**src/rtl/rst_sequencer.sv**
```systemverilog
// Staged reset sequencer: holds the serdes and video-core resets until lock is stable, then releases them in order.
// Optional MMCM watchdog/retry logic is compiled in with `define RST_SEQ_WDOG_EN.
module rst_sequencer #(
    parameter logic P_SRST_POLARITY   = 1'b1,
    parameter int   P_LOCK_CYCLES     = 16,
    parameter int   P_STAGE_CYCLES    = 8,
    parameter int   P_WDOG_CYCLES     = 1024,
    parameter int   P_MMCM_RST_CYCLES = 4
) (
    input  logic       i_sclk,
    input  logic       i_arst,
    input  logic       i_locked,
    output logic       o_rst_serdes,
    output logic       o_rst_core,
    output logic       o_ready,
    output logic       o_lost_lock,
    output logic       o_mmcm_rst,
    output logic [3:0] o_retry_cnt,
    output logic [2:0] o_dbg_state
);

    localparam int CNT_MAX_LS = (P_LOCK_CYCLES > P_STAGE_CYCLES) ? P_LOCK_CYCLES : P_STAGE_CYCLES;
    localparam int CNT_MAX    = (CNT_MAX_LS > P_MMCM_RST_CYCLES) ? CNT_MAX_LS : P_MMCM_RST_CYCLES;
    localparam int CNT_W      = (CNT_MAX > 1) ? $clog2(CNT_MAX) : 1;

    if (P_LOCK_CYCLES < 1 || P_STAGE_CYCLES < 1 || P_WDOG_CYCLES < 1 || P_MMCM_RST_CYCLES < 1) begin : g_bad_param
        $error("rst_sequencer: all cycle-count parameters must be >= 1");
    end

    typedef enum logic [2:0] {
        S_HOLD       = 3'd0,
        S_WAIT_LOCK  = 3'd1,
        S_STABLE     = 3'd2,
        S_REL_SERDES = 3'd3,
        S_RUN        = 3'd4
`ifdef RST_SEQ_WDOG_EN
        , S_MMCM_RST = 3'd5
`endif
    } state_t;

    state_t             state_q, state_d;
    logic [CNT_W-1:0]   cnt_q, cnt_d;
    logic [1:0]         sync_q;
    logic               locked_s;
    logic               rst_serdes_q, rst_serdes_d;
    logic               rst_core_q, rst_core_d;
    logic               ready_q, ready_d;
    logic               lost_lock_q, lost_lock_d;

    assign locked_s = sync_q[1];

    always_ff @(posedge i_sclk or posedge i_arst) begin
        if (i_arst) begin
            sync_q       <= 2'b00;
            state_q      <= S_HOLD;
            cnt_q        <= '0;
            rst_serdes_q <= P_SRST_POLARITY;
            rst_core_q   <= P_SRST_POLARITY;
            ready_q      <= 1'b0;
            lost_lock_q  <= 1'b0;
        end else begin
            sync_q       <= {sync_q[0], i_locked};
            state_q      <= state_d;
            cnt_q        <= cnt_d;
            rst_serdes_q <= rst_serdes_d;
            rst_core_q   <= rst_core_d;
            ready_q      <= ready_d;
            lost_lock_q  <= lost_lock_d;
        end
    end

`ifdef RST_SEQ_WDOG_EN
    localparam int WDOG_W = (P_WDOG_CYCLES > 1) ? $clog2(P_WDOG_CYCLES) : 1;

    logic [WDOG_W-1:0] wdog_q, wdog_d;
    logic              mmcm_rst_q, mmcm_rst_d;
    logic [3:0]        retry_q, retry_d;

    always_ff @(posedge i_sclk or posedge i_arst) begin
        if (i_arst) begin
            wdog_q     <= '0;
            mmcm_rst_q <= 1'b0;
            retry_q    <= 4'd0;
        end else begin
            wdog_q     <= wdog_d;
            mmcm_rst_q <= mmcm_rst_d;
            retry_q    <= retry_d;
        end
    end
`endif

    always_comb begin
        state_d      = state_q;
        cnt_d        = cnt_q;
        rst_serdes_d = rst_serdes_q;
        rst_core_d   = rst_core_q;
        ready_d      = ready_q;
        lost_lock_d  = 1'b0;
`ifdef RST_SEQ_WDOG_EN
        wdog_d       = wdog_q;
        mmcm_rst_d   = mmcm_rst_q;
        retry_d      = retry_q;
`endif
        case (state_q)
            S_HOLD: state_d = S_WAIT_LOCK;
            S_WAIT_LOCK: begin
                if (locked_s) begin
                    state_d = S_STABLE;
                    cnt_d   = '0;
                end
            end
            S_STABLE: begin
                if (!locked_s) begin
                    state_d = S_WAIT_LOCK;
                    cnt_d   = '0;
                end else if (cnt_q == CNT_W'(P_LOCK_CYCLES - 1)) begin
                    state_d      = S_REL_SERDES;
                    cnt_d        = '0;
                    rst_serdes_d = ~P_SRST_POLARITY;
                end else begin
                    cnt_d = cnt_q + CNT_W'(1);
                end
            end
            S_REL_SERDES: begin
                if (!locked_s) begin
                    state_d      = S_WAIT_LOCK;
                    cnt_d        = '0;
                    rst_serdes_d = P_SRST_POLARITY;
                end else if (cnt_q == CNT_W'(P_STAGE_CYCLES - 1)) begin
                    state_d    = S_RUN;
                    cnt_d      = '0;
                    rst_core_d = ~P_SRST_POLARITY;
                    ready_d    = 1'b1;
                end else begin
                    cnt_d = cnt_q + CNT_W'(1);
                end
            end
            S_RUN: begin
                if (!locked_s) begin
                    state_d      = S_WAIT_LOCK;
                    cnt_d        = '0;
                    rst_serdes_d = P_SRST_POLARITY;
                    rst_core_d   = P_SRST_POLARITY;
                    ready_d      = 1'b0;
                    lost_lock_d  = 1'b1;
                end
            end
`ifdef RST_SEQ_WDOG_EN
            S_MMCM_RST: begin
                // Lock is deliberately ignored here; the MMCM is being reset.
                if (cnt_q == CNT_W'(P_MMCM_RST_CYCLES - 1)) begin
                    state_d    = S_WAIT_LOCK;
                    cnt_d      = '0;
                    mmcm_rst_d = 1'b0;
                end else begin
                    cnt_d = cnt_q + CNT_W'(1);
                end
            end
`endif
            default: state_d = S_HOLD;
        endcase
`ifdef RST_SEQ_WDOG_EN
        // Watchdog timeout overrides the lock-wait decisions made above.
        if (state_q == S_WAIT_LOCK || state_q == S_STABLE) begin
            if (wdog_q == WDOG_W'(P_WDOG_CYCLES - 1)) begin
                state_d      = S_MMCM_RST;
                cnt_d        = '0;
                wdog_d       = '0;
                rst_serdes_d = P_SRST_POLARITY;
                mmcm_rst_d   = 1'b1;
                retry_d      = (retry_q == 4'hF) ? retry_q : retry_q + 4'd1;
            end else if (state_d == S_REL_SERDES) begin
                wdog_d = '0;
            end else begin
                wdog_d = wdog_q + WDOG_W'(1);
            end
        end
`endif
    end

    assign o_rst_serdes = rst_serdes_q;
    assign o_rst_core   = rst_core_q;
    assign o_ready      = ready_q;
    assign o_lost_lock  = lost_lock_q;
    assign o_dbg_state  = state_q;
`ifdef RST_SEQ_WDOG_EN
    assign o_mmcm_rst   = mmcm_rst_q;
    assign o_retry_cnt  = retry_q;
`else
    assign o_mmcm_rst   = 1'b0;
    assign o_retry_cnt  = 4'd0;
`endif

endmodule
```
**config.mk**
```make
export PLATFORM = sky130hd
export DESIGN_NAME = rst_sequencer
export DESIGN_NICKNAME = d
export VERILOG_FILES = /design/src/rtl/rst_sequencer.sv
export SDC_FILE = /design/constraint.sdc
export NUM_CORES = 1
export LEC_CHECK = 0
export CAP_MARGIN = 25
export CORE_MARGIN = 8
export CORE_UTILIZATION = 43
export CTS_CLUSTER_DIAMETER = 200
export DETAILED_ROUTE_END_ITERATION = 6
export GPL_ROUTABILITY_DRIVEN = 0
export PLACE_DENSITY = 0.72
export SLEW_MARGIN = 20
export SYNTH_ARGS = -nofsm -noshare
export SYNTH_HDL_FRONTEND = slang
export SYNTH_SLANG_ARGS = --single-unit
```
**constraint.sdc**
```tcl
create_clock -name i_sclk -period 1.4 [get_ports i_sclk]
set_input_delay 0.28 -clock i_sclk [delete_from_list [all_inputs] [get_ports i_sclk]]
set_output_delay 0.28 -clock i_sclk [all_outputs]
set_load 0.01 [all_outputs]
```
==> metrics.txt <==
PwrDens 909 nW/um^2; FF/Latch Area 328 um^2; FF-to-FF path depth 3; Min-Delay Path Class input pin to async pin; pin count of the biggest net entering global routing 14; RSZ-0062 raised after global routing no; commonest cells after routing, fill and taps aside dfrtp_1 (11), buf_4 (7), dlygate4sd2_1 (6); outcome complete, no violations; Post-CTS Hold Buffers 0; Worst EP arrival 1.08 ns; Setup TNS Final 0 ns; Port Buffers 9; Routed WL per cell 14.3 um; via count 532; Overflow after GRT 0; die area 3190 um^2; critical path startpoint category flop; share of cells above drive strength 1 25.0%; crit path max-delay cell type dfstp_2; first-pass GRT wire length 2550 um; DR WL met2 696 um; Crit path buffers/inverters 1; Diodes inserted 0; CP endpoint kind output port; DP Cell Count 95; final WL 1430 um; Root Driver clkbuf_4; post-synthesis cell count 69; Worst Path Max Fanout 2; Final Max Tran Viols 0; synthesis warning total 0; initial antenna violation count 0; first drt pass iteration count 4; leakage power 0.390 nW; Die Width 56.5 um; post-layout min period 1.36 ns; Clock Sinks 13; uppermost layer routed met4; cts bufs inserted 3; CTS H-tree lvls 1; Met3 Routed Length 73 um; Clock Pin Slew Worst Setup and Hold Paths 0.09 ns; vias in the first global route 551; #FFs+latches synth 13; initial core utilization 46.3%; register area share after synthesis 46.5%; final antenna-violating net count 0; Slew headroom 66.7%; Longest Clk Path Bufs 2; non-filler cells, final 100; Slew @ Worst Pin 0.499 ns; DRC violations left 0; Fill cells 146; Synth cell types 33; GRT Overall Usage 9.71%; Die Span Y 56.5 um; fin crit share 97.4%; CTS tree done; Layout area overhead 19.7%; IO Pins 15; M1 WL 652 um; CP top delay family flip-flops; cell area after synthesis 706 um^2; Placed Area 806 um^2; VDD IR-drop max 0.000569 V; Setup Skew 0.00898 ns; fmax 0.733 GHz; most common cell after layout, fill and taps aside dfrtp_1; Worst-Skew Late Latency 0.28 ns; slowest stage delay, CP 0.53 ns; vias per cell 5.32; area of the multi-input gates 315 um^2; Worst Path Required 1.12 ns; # nets final 89; Worst R2R Setup Slack 0.05 ns; Setup CP Type flop to output port; Setup violations, final 0; critical path, cell by cell dlygate4sd2_1; detailed placer's ending HPWL 1100 um; core area 1520 um^2; endpoint of the worst register-to-register path cnt_q[1]$_DFFE_PP0P_; FF-to-FF Start o_dbg_state[1]$_DFFE_PP0P_; max-cap violation count 0; final hold vios 0; Post-Syn Area per Cell 10.2 um^2; design area 845 um^2; first-iteration detailed-routing DRC count 5; site row count 14
cell families (layout without fill, tap and decap cells):
logic type               count (synthesis)  in the layout  synth area share (%)
AO/OA/AOI/OAI                           13             13                  12.8
XOR/XNOR                                 2              2                  2.48
adder cells (fa/ha/maj)                  1              1                  1.77
buffers and inverters                   15             26                  13.3
flip-flops                              13             13                  46.5
multiplexers                             4              4                  5.67
other                                    1              5                 0.531
AND/OR/NAND/NOR                         20             20                  17.0
report_power, final:
part           total, mW  internal, mW  switching (mW)
Sequential         0.406         0.392          0.0142
Combinational      0.119        0.0533          0.0661
Clock              0.242         0.106           0.136
how the worst max path moves through the flow:
| stage | startpoint | endpoint | cells after the start |
|---|---|---|---|
| final | o_rst_serdes$_DFFE_PP1P_ | o_rst_serdes | 1 |
| after global routing | cnt_q[0]$_DFFE_PP0P_ | o_dbg_state[2]$_DFFE_PP0P_ | 4 |
| after CTS | o_rst_core$_DFFE_PP1P_ | o_rst_core | 1 |
| after detailed placement | cnt_q[0]$_DFFE_PP0P_ | o_dbg_state[2]$_DFFE_PP0P_ | 4 |
| after global placement | cnt_q[0]$_DFFE_PP0P_ | cnt_q[1]$_DFFE_PP0P_ | 4 |
| after floorplan | o_dbg_state[0]$_DFFE_PP0P_ | cnt_q[1]$_DFFE_PP0P_ | 4 |
what timing repair did:
item / CTS / global route
gates resized for setup: 9 / 5
setup buffers: 2 / 0
endpoints found under the setup margin: 8 / 5
pin swaps: 0 / 2
worst register-to-register path, stage by stage, from the launching register on:
cell and delay, ns:
dfrtp_1 0.43, or4b_4 0.59, o21ai_4 0.10, o22ai_1 0.11
synth_stat cells:
| cell type | number | area share [%] |
|---|---|---|
| a21boi_0 | 1 | 1.1 |
| a21oi_1 | 1 | 0.71 |
| a221oi_1 | 1 | 1.2 |
| a41oi_1 | 1 | 1.2 |
| and2_1 | 1 | 0.89 |
| and3b_1 | 1 | 1.2 |
| and3b_2 | 1 | 1.4 |
| buf_2 | 2 | 1.4 |
| buf_4 | 5 | 5.3 |
| buf_6 | 2 | 3.2 |
| clkinv_2 | 1 | 0.71 |
| conb_1 | 1 | 0.53 |
| dfrtp_1 | 11 | 39 |
| dfstp_2 | 2 | 7.4 |
| ha_1 | 1 | 1.8 |
| inv_1 | 5 | 2.7 |
| mux2i_1 | 4 | 5.7 |
| nand2_1 | 4 | 2.1 |
| nand3_1 | 1 | 0.71 |
| nand3b_1 | 1 | 1.1 |
| nand4b_1 | 1 | 1.2 |
| nor2_1 | 5 | 2.7 |
| nor3_1 | 1 | 0.71 |
| nor4b_1 | 1 | 1.2 |
| o21a_1 | 2 | 2.1 |
| o21ai_0 | 3 | 2.1 |
| o21ai_2 | 1 | 1.2 |
| o22ai_1 | 2 | 1.8 |
| o41ai_1 | 1 | 1.2 |
| or2_2 | 1 | 0.89 |
| or3_1 | 1 | 0.89 |
| or4b_4 | 1 | 1.9 |
| xnor2_1 | 2 | 2.5 |
through the flow:
stage / setup WS (ns) / hold WS (ns) / util [%] / total power, mW
floorplan: 0.0159 / 0.156 / - / 0.505
global placement: 0.0628 / 0.338 / 52.9 / 0.526
detailed placement: 0.00440 / 0.358 / 52.9 / 0.530
CTS: 0.00243 / 0.332 / 55.3 / 0.771
global route: 0.00267 / 0.370 / 55.4 / 0.808
finish: 0.0362 / 0.311 / 55.4 / 0.768
state kept, by name, summed over array words and instances (netlist names):
| register | flops |
|---|---|
| cnt_q | 4 |
| o_dbg_state | 3 |
| o_lost_lock | 1 |
| o_ready | 1 |
| o_rst_core | 1 |
| o_rst_serdes | 1 |
| sync_q | 2 |
final cells by class:
| cell class | count | area share, % |
|---|---|---|
| Sequential cell | 13 | 38.8 |
| Inverter | 6 | 2.81 |
| Multi-Input combinational cell | 45 | 37.3 |
| Clock inverter | 1 | 0.593 |
| Clock buffer | 3 | 2.67 |
| Timing Repair Buffer | 16 | 15.4 |
| Tap cell | 16 | 2.37 |
layer usage:
metal | vias to the layer above | track usage, %
li1 | 258 | -
met1 | 260 | 11.3
met2 | 12 | 14.6
met3 | 2 | 4.49
met4 | 0 | 4.81
met5 | - | 0
Note: power is estimated with default switching activity, not from simulation.
